<file path="src/rtl/dvs_cdma_pkg.sv">
// Shared types and constants for the dvs_cdma temporal-contrast event generator.
// Word index width follows from the 16-bit per-region byte span (4 bytes per word).
package dvs_cdma_pkg;

   typedef enum logic [1:0] {
      IDLE   = 2'd0,
      RD     = 2'd1,
      WR_REF = 2'd2,
      WR_EVT = 2'd3
   } state_t;

   localparam logic [7:0]  EVT_NONE   = 8'h00;
   localparam logic [7:0]  EVT_ON     = 8'h01;
   localparam logic [7:0]  EVT_OFF    = 8'h02;
   localparam logic [16:0] REF_BASE   = 17'h00000;
   localparam logic [16:0] EVT_BASE   = 17'h10000;
   localparam int          WORD_IDX_W = 14;

   // Word index to byte address; a 14-bit index makes the offset wrap at 0xFFFC.
   function automatic logic [16:0] word_addr(input logic [16:0] base,
                                             input logic [WORD_IDX_W-1:0] w);
      return base | {1'b0, w, 2'b00};
   endfunction

endpackage

</file>
<file path="src/rtl/dvs_pixel_cmp.sv">
// Single-pixel contrast comparator: classifies a new pixel against its reference
// and returns the event byte together with the updated reference byte.
module dvs_pixel_cmp
   import dvs_cdma_pkg::*;
(
   input  logic [7:0] p,
   input  logic [7:0] r,
   input  logic [7:0] threshold,
   output logic [7:0] evt,
   output logic [7:0] ref_new
);

   logic signed [8:0] diff_on_s;
   logic signed [8:0] diff_off_s;
   logic signed [8:0] thr_s;

   // Strict comparison in 9-bit signed arithmetic, both polarities.
   always_comb begin
      diff_on_s  = $signed({1'b0, p}) - $signed({1'b0, r});
      diff_off_s = $signed({1'b0, r}) - $signed({1'b0, p});
      thr_s      = $signed({1'b0, threshold});
      if (diff_on_s > thr_s) begin
         evt     = EVT_ON;
         ref_new = p;
      end else if (diff_off_s > thr_s) begin
         evt     = EVT_OFF;
         ref_new = p;
      end else begin
         evt     = EVT_NONE;
         ref_new = r;
      end
   end

endmodule

</file>
<file path="src/rtl/dvs_cdma.sv">
// Per-pixel temporal-contrast event generator: packs camera pixels into BRAM words,
// compares them against the stored reference line and writes back reference and events.
module dvs_cdma
   import dvs_cdma_pkg::*;
(
   input  logic        pclk,
   input  logic        reset,
   input  logic        vsync,
   input  logic        href,
   input  logic [7:0]  pix_data,
   input  logic        write_enable_in,
   input  logic [7:0]  threshold,
   output logic        new_frame,
   output logic        read_new_line,
   output logic        write_new_line,
   output logic [16:0] bram_addr,
   output logic        bram_clk,
   output logic [31:0] bram_wrdata,
   input  logic [31:0] bram_rddata,
   output logic        bram_en,
   output logic        bram_rst,
   output logic [3:0]  bram_we
);

   state_t                state_r;
   state_t                state_nxt_s;
   logic                  href_d_r;
   logic                  vsync_d_r;
   logic [31:0]           fill_data_r;
   logic [1:0]            fill_cnt_r;
   logic                  pend_valid_r;
   logic [31:0]           pend_data_r;
   logic [3:0]            pend_mask_r;
   logic [31:0]           work_data_r;
   logic [3:0]            work_mask_r;
   logic [31:0]           evt_word_r;
   logic [WORD_IDX_W-1:0] w_r;
   logic                  eol_r;
   logic                  new_frame_r;
   logic                  read_new_line_r;
   logic                  write_new_line_r;

   logic                  capture_s;
   logic                  href_rise_s;
   logic                  href_fall_s;
   logic                  vsync_rise_s;
   logic                  word_done_s;
   logic                  new_word_s;
   logic                  take_s;
   logic                  line_end_s;
   logic [31:0]           new_data_s;
   logic [3:0]            new_mask_s;
   logic [31:0]           ref_word_s;
   logic [31:0]           evt_word_s;

   assign bram_clk       = pclk;
   assign bram_rst       = ~reset;
   assign new_frame      = new_frame_r;
   assign read_new_line  = read_new_line_r;
   assign write_new_line = write_new_line_r;

   assign capture_s    = href & write_enable_in;
   assign href_rise_s  = href & ~href_d_r;
   assign href_fall_s  = ~href & href_d_r;
   assign vsync_rise_s = vsync & ~vsync_d_r;
   assign word_done_s  = capture_s & (fill_cnt_r == 2'd3);
   assign new_word_s   = word_done_s | (href_fall_s & (fill_cnt_r != 2'd0));
   assign line_end_s   = (eol_r | href_fall_s) & (state_nxt_s == IDLE);

   for (genvar k = 0; k < 4; k++) begin : g_cmp
      dvs_pixel_cmp u_cmp (
         .p         (work_data_r[8*k +: 8]),
         .r         (bram_rddata[8*k +: 8]),
         .threshold (threshold),
         .evt       (evt_word_s[8*k +: 8]),
         .ref_new   (ref_word_s[8*k +: 8])
      );
   end

   // Word being handed to the processing pipe: buffer plus the pixel arriving now.
   always_comb begin
      new_data_s = fill_data_r;
      new_mask_s = 4'b0000;
      if (capture_s) begin
         new_data_s[{fill_cnt_r, 3'b000} +: 8] = pix_data;
      end else begin
         new_data_s = fill_data_r;
      end
      if (word_done_s) begin
         new_mask_s = 4'b1111;
      end else begin
         case (fill_cnt_r)
            2'd1:    new_mask_s = 4'b0001;
            2'd2:    new_mask_s = 4'b0011;
            2'd3:    new_mask_s = 4'b0111;
            default: new_mask_s = 4'b0000;
         endcase
      end
   end

   // Next-state logic; a queued word is taken from IDLE or straight out of WR_EVT.
   always_comb begin
      state_nxt_s = state_r;
      take_s      = 1'b0;
      case (state_r)
         IDLE, WR_EVT: begin
            if (pend_valid_r | new_word_s) begin
               state_nxt_s = RD;
               take_s      = 1'b1;
            end else begin
               state_nxt_s = IDLE;
            end
         end
         RD:      state_nxt_s = WR_REF;
         WR_REF:  state_nxt_s = WR_EVT;
         default: state_nxt_s = IDLE;
      endcase
   end

   // BRAM port decode from the current state.
   always_comb begin
      bram_en     = 1'b0;
      bram_we     = 4'b0000;
      bram_addr   = 17'h00000;
      bram_wrdata = 32'h00000000;
      case (state_r)
         RD: begin
            bram_en   = 1'b1;
            bram_addr = word_addr(REF_BASE, w_r);
         end
         WR_REF: begin
            bram_en     = 1'b1;
            bram_we     = work_mask_r;
            bram_addr   = word_addr(REF_BASE, w_r);
            bram_wrdata = ref_word_s;
         end
         WR_EVT: begin
            bram_en     = 1'b1;
            bram_we     = work_mask_r;
            bram_addr   = word_addr(EVT_BASE, w_r);
            bram_wrdata = evt_word_r;
         end
         default: begin
            bram_en = 1'b0;
         end
      endcase
   end

   // Edge detectors and CDMA handshake pulses.
   always_ff @(posedge pclk) begin
      if (!reset) begin
         href_d_r         <= 1'b0;
         vsync_d_r        <= 1'b0;
         new_frame_r      <= 1'b0;
         read_new_line_r  <= 1'b0;
         write_new_line_r <= 1'b0;
         eol_r            <= 1'b0;
      end else begin
         href_d_r         <= href;
         vsync_d_r        <= vsync;
         new_frame_r      <= vsync_rise_s;
         read_new_line_r  <= new_frame_r | (line_end_s & ~vsync_rise_s);
         write_new_line_r <= line_end_s & ~vsync_rise_s;
         eol_r            <= (eol_r | href_fall_s) & ~line_end_s & ~vsync_rise_s;
      end
   end

   // Capture buffer, pending/working word slots, FSM state and word index.
   always_ff @(posedge pclk) begin
      if (!reset || vsync_rise_s) begin
         state_r      <= IDLE;
         fill_data_r  <= 32'h00000000;
         fill_cnt_r   <= 2'd0;
         pend_valid_r <= 1'b0;
         pend_data_r  <= 32'h00000000;
         pend_mask_r  <= 4'b0000;
         work_data_r  <= 32'h00000000;
         work_mask_r  <= 4'b0000;
         evt_word_r   <= 32'h00000000;
         w_r          <= '0;
      end else begin
         state_r <= state_nxt_s;
         if (word_done_s || href_fall_s) begin
            fill_data_r <= 32'h00000000;
            fill_cnt_r  <= 2'd0;
         end else if (capture_s) begin
            fill_data_r <= new_data_s;
            fill_cnt_r  <= fill_cnt_r + 2'd1;
         end else begin
            fill_data_r <= fill_data_r;
         end
         if (take_s && pend_valid_r) begin
            work_data_r  <= pend_data_r;
            work_mask_r  <= pend_mask_r;
            pend_valid_r <= new_word_s;
            pend_data_r  <= new_data_s;
            pend_mask_r  <= new_mask_s;
         end else if (take_s) begin
            work_data_r <= new_data_s;
            work_mask_r <= new_mask_s;
         end else if (new_word_s) begin
            pend_valid_r <= 1'b1;
            pend_data_r  <= new_data_s;
            pend_mask_r  <= new_mask_s;
         end else begin
            pend_valid_r <= pend_valid_r;
         end
         if (state_r == WR_REF) begin
            evt_word_r <= evt_word_s;
         end else begin
            evt_word_r <= evt_word_r;
         end
         if (href_rise_s) begin
            w_r <= '0;
         end else if (state_r == WR_EVT) begin
            w_r <= w_r + 14'd1;
         end else begin
            w_r <= w_r;
         end
      end
   end

endmodule

</file>
<file path="config.mk">
export PLATFORM = sky130hd
export DESIGN_NAME = dvs_cdma
export DESIGN_NICKNAME = d
export VERILOG_FILES = /design/src/rtl/dvs_cdma_pkg.sv /design/src/rtl/dvs_pixel_cmp.sv /design/src/rtl/dvs_cdma.sv
export SDC_FILE = /design/constraint.sdc
export NUM_CORES = 1
export LEC_CHECK = 0
export BUFFER_PORTS_ARGS = -buffer_cell sky130_fd_sc_hd__buf_2
export CORE_ASPECT_RATIO = 0.6
export CORE_MARGIN = 5
export CORE_UTILIZATION = 35
export DETAILED_ROUTE_END_ITERATION = 16
export GPL_TIMING_DRIVEN = 0
export MAX_ROUTING_LAYER = met4
export PLACE_DENSITY = 0.57
export SKIP_CTS_REPAIR_TIMING = 1
export SLEW_MARGIN = 25
export SYNTH_ARGS = -nofsm -noshare
export SYNTH_HDL_FRONTEND = slang
export SYNTH_SLANG_ARGS = --single-unit
</file>
<file path="constraint.sdc">
create_clock -name pclk -period 8.9 [get_ports pclk]
set_input_delay 1.78 -clock pclk [delete_from_list [all_inputs] [get_ports pclk]]
set_output_delay 1.78 -clock pclk [all_outputs]
set_load 0.005 [all_outputs]
</file>
==> qor.csv, run 1 <==
stage,metric,value,unit
run_status,status,"complete, no violations",
pwr,Comb pwr share,0.161,
timing,max-slew violation count,0,
setup_path,CP Launch Type,input pin,
timing,Period minus WS final,7.49,ns
pwr,Pleak,0.00498,µW
synth,Yosys reg bits,137,
routing,DRC Markers,0,
synth,Synth area leaders,"dfxtp_1, ha_1, a21oi_1, nand2_1, nor2_1",
synth,post-synth top area share,0.271,
synth,"Avg Cell Area, Syn",7.90,µm²
setup_path,R2R Path Start,work_data_r[0],
die,Die Area,0.0326,mm²
timing,Min Hold Slack,0.453,ns
setup_path,Setup CP Type,in -> out,
pwr,Flop pwr share,0.359,
timing,Hold Fails Final Rpt,0,
clock_network,Clock Latency Late Sink,0.54,ns
synth,asr flop ratio synth,0,
cells_and_area,Area Overhead vs Synth,17.0,%
clock_network,TritonCTS clock tree,built,
setup_path,Reg2Reg Depth,16,
global_routing,largest net degree at the start of global routing,17,
timing,Setup TNS,0,ns
clock_network,"CTS clk-pin slew, worst paths",0.06,ns
routing,Via density,5.30,
timing,count of final setup violators,0,
worst_hold_path,Hold Path End,read_new_line,
pwr,Internal,1260,µW
global_routing,GRT overflow,0,
synth,"EDFF count, synth",0,
setup_path,r2r setup slk,5.12,ns
routing,DRT iter0 DRCs,630,
routing,final WL,31.7,mm
global_routing,Total GRT Usage,0.199,
flow_run,maxcap violations,0,
cells_and_area,nets,1609,
setup_path,CP max FO,10,
place,port buffer count,107,
die,chip width,230,µm
worst_hold_path,worst hold path class,reg -> reg,
die,core area,0.0286,mm²
global_routing,initial antenna violation count,0,
synth,register area share after synthesis,0.271,
synth,Synth Flop Type,dfxtp_1,
pwr,Total Power,1720,µW
pwr,NetSw,461,µW
synth,top-count cell post-synth,dfxtp_1,
routing,routed len/inst,17.6,µm
routing,DRT Pass-1 Iters,5,
worst_hold_path,Hold Path Cell Cnt,1,
place,Post-DP HPWL,25.7,mm
global_routing,first-pass GRT wire length,49.8,mm
die,Initial Util,0.354,
pwr,Pwr per Cell Area,145,mW/mm²
place,Placed Area,0.0111,mm²
cells_and_area,fraction of layout cells with a size suffix above 1,0.128,
die,I/O pins,112,
synth,leading area contributor after synthesis,dfxtp_1,
pwr,peak supply drop,0.135,mV
timing,RSZ-0062 raised after global routing,no,
routing,Vias,9540,
synth,Ys Warns,0,
pwr,Switching Fraction,0.268,
place,routability cong.,0.920,
cells_and_area,Post-Route Utilization,0.414,
setup_path,Crit Reg-Reg Endpoint,evt_word_r[1],
timing,Worst Skew,0.0114,ns
die,die height,142,µm
setup_path,Crit. End Element,output port,
timing,Slew @ Worst Pin,0.890,ns
synth,Post-synth top cells,"dfxtp_1, ha_1, nand2_1, nor2_1, a21oi_1",
die,Rows,48,
cells_and_area,Ant. Diodes,0,
routing,Final ANT Viol Nets,0,
synth,Mapped Cells,1282,
synth,synthesized area,0.0101,mm²
timing,FMAX,133,MHz
timing,fin crit share,0.842,
timing,Slew Limit Headroom,0.401,
worst_hold_path,Hold Path Origin,new_frame,
setup_path,CP arrival,5.71,ns
cells_and_area,design area,0.0119,mm²
synth,Netlist cell types,66,
pwr,Clk pwr share,0.480,
global_routing,vias in the first global route,9002,
setup_path,Critical Path RT,7.12,ns
-- how the worst max path moves through the flow --
stage | start | to | slack, ns | cells past startpoint
after floorplan | bram_rddata[0] | bram_wrdata[0] | 2.32 | 14
after global placement | bram_rddata[16] | bram_wrdata[23] | 1.26 | 18
after detailed placement | bram_rddata[0] | bram_wrdata[1] | 1.46 | 16
after CTS | bram_rddata[0] | bram_wrdata[1] | 1.43 | 16
after global routing | bram_rddata[0] | bram_wrdata[1] | 1.14 | 16
final | bram_rddata[0] | bram_wrdata[1] | 1.41 | 16
-- power groups by stage --
stage	logic [µW]	registers, µW	clock network [µW]
floorplan	188	631	7.28
global placement	265	631	10.9
detailed placement	272	632	10.9
CTS	274	618	839
global route	309	618	871
finish	277	618	826
-- stage by stage --
stage	setup WS (ns)	instances
after floorplan	2.32	1283
after global placement	1.26	1765
after detailed placement	1.46	1765
after CTS	1.43	1800
after global routing	1.14	1800
final	1.41	1800
-- routing by layer --
layer | up-vias | global-route usage | wire length, µm
li1 | 4724 | - | -
met1 | 4529 | 0.298 | 17000
met2 | 258 | 0.264 | 12200
met3 | 29 | 0.0522 | 2090
met4 | 0 | 0.0439 | 412
met5 | - | - | 0
-- cell usage in the layout, fill, tap and decap left out, types with 5 or more instances in the layout --
cell and instances:
dfxtp_1 137, ha_1 136, nand2_1 133, nor2_1 131, buf_2 125, a21oi_1 109, inv_1 106, o21ai_0 64
a211oi_1 45, clkbuf_1 39, nand3_1 38, a22oi_1 32, xnor2_1 31, a21o_1 28, xor2_1 26, clkbuf_16 20
mux2i_1 19, nor2b_1 18, and2_1 16, nand4_1 15, o21bai_1 11, nor3_1 11, and3_1 10, o211ai_1 10
a211o_1 9, fa_1 8, a311oi_1 6, o21a_1 5
-- kinds of logic (layout without fill, tap and decap cells) --
| kind of cell | after synthesis | in the layout | synth area share |
|---|---|---|---|
| DFF | 137 | 137 | 0.271 |
| AOI/OAI and AO/OA | 356 | 356 | 0.227 |
| buffers and inverters | 172 | 314 | 0.0688 |
| other | 1 | 2 | 0.000370 |
| muxes | 20 | 20 | 0.0199 |
| and+or+nand+nor | 395 | 395 | 0.180 |
| xor gates and xnor gates | 57 | 57 | 0.0493 |
| adders and majority gates | 144 | 144 | 0.184 |
-- sequential cells by signal, summed over array words and instances, names as in the netlist, 2 cells and up --
name and cells:
pend_data_r 32, work_data_r 32, pend_mask_r 4, state_r 2
fill_cnt_r 2, fill_data_r 32, w_r 14, evt_word_r 8
work_mask_r 4
-- area by class of cell --
cell class	instances	area, µm²
fill	2984	16800
inverter	106	398
tap	375	469
timing repair buffer	106	531
sequential	137	2740
multi-input combinational	974	6710
buffer	66	299
clock buffer	24	527
clock inverter	12	174
-- worst max-delay path: stages --
cell and delay, ns:
buf_2 0.09, ha_1 0.17, inv_1 0.06, fa_1 0.43, a21o_2 0.24, a21o_1 0.22
a21o_1 0.19, a21oi_1 0.16, xnor2_1 0.19, ha_1 0.30, a211oi_1 0.32, o211ai_1 0.13
o211ai_1 0.40, o32ai_4 0.27, o311ai_0 0.54, buf_2 0.21
(Power assumes the default switching activity.)
==> inputs of run 2 (changes only) <==
- PLACE_DENSITY: 0.57 -> 0.59
- clock period: 8.9 -> 6.5 ns (I/O delays scaled with it)
==> run 2 against run 1 <==
Against the previous run: cell area decreased by 0.34%; sequential power increased by 37%; count of clock-buffer cells in the layout increased by 5; final cell count increased by 0.17%; first-iteration DRC count increased by 21%; clock power increased by 22%; non-clock buffer count increased by 2; clock skew decreased by 0.0014 ns; critical endpoint is now bram_wrdata[18].
==> qor.csv, run 2 (same netlist as run 1, synthesis figures left out) <==
stage,metric,value,unit,change
global_routing,largest net degree at the start of global routing,17,,unchanged
global_routing,Total GRT Usage,0.195,,was 0.199
pwr,Internal,1630,µW,was 1260 µW
timing,RSZ-0062 raised after global routing,no,,unchanged
die,I/O pins,112,,unchanged
cells_and_area,nets,1611,,was 1609
routing,DRT iter0 DRCs,761,,was 630
global_routing,M2 GR Usage,0.266,,was 0.264
clock_network,Clock Latency Late Sink,0.55,ns,was 0.54 ns
global_routing,met1 GRT Util,0.295,,was 0.298
routing,routed len/inst,17.4,µm,was 17.6 µm
routing,DRT Pass-1 Iters,5,,unchanged
flow_run,maxcap violations,0,,unchanged
timing,fin crit share,0.966,,
pwr,Clk pwr share,0.451,,was 0.480
global_routing,first-pass GRT wire length,49.0,mm,was 49.8 mm
setup_path,Setup CP Type,in -> out,,unchanged
routing,Via density,5.33,,was 5.30
timing,Slew Limit Headroom,0.328,,was 0.401
cells_and_area,multi-input logic area,0.00672,mm²,was 0.00671 mm²
cells_and_area,most frequent cells in the layout,"dfxtp_1, ha_1, nand2_1",,unchanged
die,chip width,230,µm,unchanged
worst_hold_path,worst hold path class,reg -> reg,,unchanged
routing,final WL,31.4,mm,was 31.7 mm
global_routing,GRT Max-Usage Layer,met1,,unchanged
setup_path,R2R Path Start,work_data_r[16],,was work_data_r[0]
pwr,Switching Fraction,0.275,,was 0.268
die,Die Area,0.0326,mm²,unchanged
timing,Slew @ Worst Pin,1.00,ns,was 0.890 ns
setup_path,CP max FO,9,,was 10
global_routing,GRT overflow,0,,unchanged
pwr,Comb pwr share,0.171,,was 0.161
routing,DRC Markers,0,,unchanged
place,Placed Area,0.0111,mm²,about the same
cells_and_area,design area,0.0118,mm²,was 0.0119 mm²
pwr,Pleak,0.00498,µW,about the same
timing,Hold Fails Final Rpt,0,,unchanged
setup_path,Crit. End Element,output port,,unchanged
cells_and_area,fraction of layout cells with a size suffix above 1,0.130,,was 0.128
timing,Worst Skew,0.00999,ns,was 0.0114 ns
pwr,Pwr per Cell Area,190,mW/mm²,was 145 mW/mm²
timing,Period minus WS final,6.28,ns,
worst_hold_path,Hold Path Cell Cnt,1,,unchanged
global_routing,vias in the first global route,8946,,was 9002
cells_and_area,"commonest non-fill, non-tap cell in the layout",dfxtp_1,,unchanged
timing,Setup TNS,0,ns,unchanged
cells_and_area,Post-Route Utilization,0.412,,was 0.414
clock_network,TritonCTS clock tree,built,,unchanged
cells_and_area,Largest regs,"fill_data_r (32), pend_data_r (32), work_data_r (32)",,unchanged
setup_path,CP Launch Type,input pin,,unchanged
routing,Vias,9613,,was 9540
timing,max-slew violation count,0,,unchanged
worst_hold_path,Hold Path End,read_new_line,,unchanged
setup_path,Reg2Reg Depth,15,,was 16
pwr,NetSw,616,µW,was 461 µW
place,Post-DP HPWL,25.3,mm,was 25.7 mm
pwr,Flop pwr share,0.378,,was 0.359
timing,FMAX,159,MHz,
global_routing,GR Layer Usage met3,0.0366,,was 0.0522
place,routability cong.,0.936,,was 0.920
die,Rows,48,,unchanged
clock_network,"CTS clk-pin slew, worst paths",0.06,ns,about the same
die,Initial Util,0.354,,unchanged
setup_path,CP arrival,4.98,ns,was 5.71 ns
cells_and_area,fillcell total,2961,,was 2984
setup_path,Crit Reg-Reg Endpoint,evt_word_r[17],,was evt_word_r[1]
die,die height,142,µm,unchanged
timing,count of final setup violators,0,,unchanged
cells_and_area,Register Area,0.00274,mm²,unchanged
pwr,peak supply drop,0.184,mV,was 0.135 mV
global_routing,initial antenna violation count,1,,was 0
die,core area,0.0286,mm²,unchanged
setup_path,Critical Path RT,5.20,ns,was 7.12 ns
cells_and_area,Area Overhead vs Synth,16.6,%,was 17.0%
place,port buffer count,107,,unchanged
setup_path,r2r setup slk,2.70,ns,was 5.12 ns
routing,Final ANT Viol Nets,0,,unchanged
worst_hold_path,Hold Path Origin,new_frame,,unchanged
run_status,status,"complete, no violations",,unchanged
[run 2: cell types whose count changed in the layout (fill, tap and decap cells not counted), sizes merged]
| cell | change |
|---|---|
| bufinv | -4 |
| clkinvlp | -2 |
| clkbuf | +5 |
| buf | +2 |
| diode | +1 |
| clkinv | +1 |
[run 2: worst max-delay path by stage]
| stage | startpoint | to | slack, ns | depth (start not counted) |
|---|---|---|---|---|
| after floorplan | bram_rddata[0] | bram_wrdata[0] | 0.88 | 14 |
| after global placement | bram_rddata[16] | bram_wrdata[23] | -0.17 | 18 |
| after detailed placement | bram_rddata[0] | bram_wrdata[0] | 0.06 | 16 |
| after CTS | bram_rddata[0] | bram_wrdata[0] | 0.06 | 16 |
| after global routing | bram_rddata[16] | bram_wrdata[22] | 0.01 | 18 |
| final | bram_rddata[16] | bram_wrdata[18] | 0.22 | 18 |
[run 2: layer usage]
layer / share of wire / wire (µm) / vias up
met3: 0.063 / 1970 / 28
li1: - / - / 4738
met1: 0.53 / 16700 / 4574
met2: 0.39 / 12300 / 273
met4: 0.010 / 327 / 0
met5: 0 / 0 / -
[run 2: through the flow]
step	setup WS, ns	cells	total power, µW	hold WS (ns)
final	0.220	1803	2240	0.451
after global routing	0.0140	1803	2350	0.484
after CTS	0.0626	1800	2250	0.452
after detailed placement	0.0603	1765	1250	0.436
after global placement	-0.174	1765	1240	0.434
after floorplan	0.877	1283	1130	0.424
[run 2: critical path, cell delays in order]
cell and delay [ns]:
buf_2 0.14, inv_1 0.06, ha_1 0.13, inv_1 0.05, fa_1 0.40, a21o_1 0.20
a21o_1 0.22, a21o_1 0.18, a21oi_1 0.19, xnor2_1 0.11, ha_1 0.35, a211oi_2 0.10
o211ai_1 0.10, a31oi_1 0.10, nor4_2 0.77, o21ai_0 0.16, a21oi_1 0.24, buf_2 0.16
[run 2: cell type report]
class                      instances  area share
antenna                            1    0.000212
multi-input combinational        974       0.569
inverter                         106      0.0337
sequential                       137       0.232
clock inverter                     7     0.00339
clock buffer                      29      0.0504
tap                              375      0.0397
timing repair buffer             108      0.0462
buffer                            66      0.0253
[run 2: power groups by stage]
| stage | sequential [µW] | clock (µW) | combinational (µW) |
|---|---|---|---|
| after floorplan | 864 | 9.97 | 257 |
| after global placement | 865 | 14.9 | 361 |
| after detailed placement | 865 | 14.9 | 369 |
| after CTS | 846 | 1030 | 372 |
| after global routing | 847 | 1080 | 424 |
| final | 847 | 1010 | 383 |
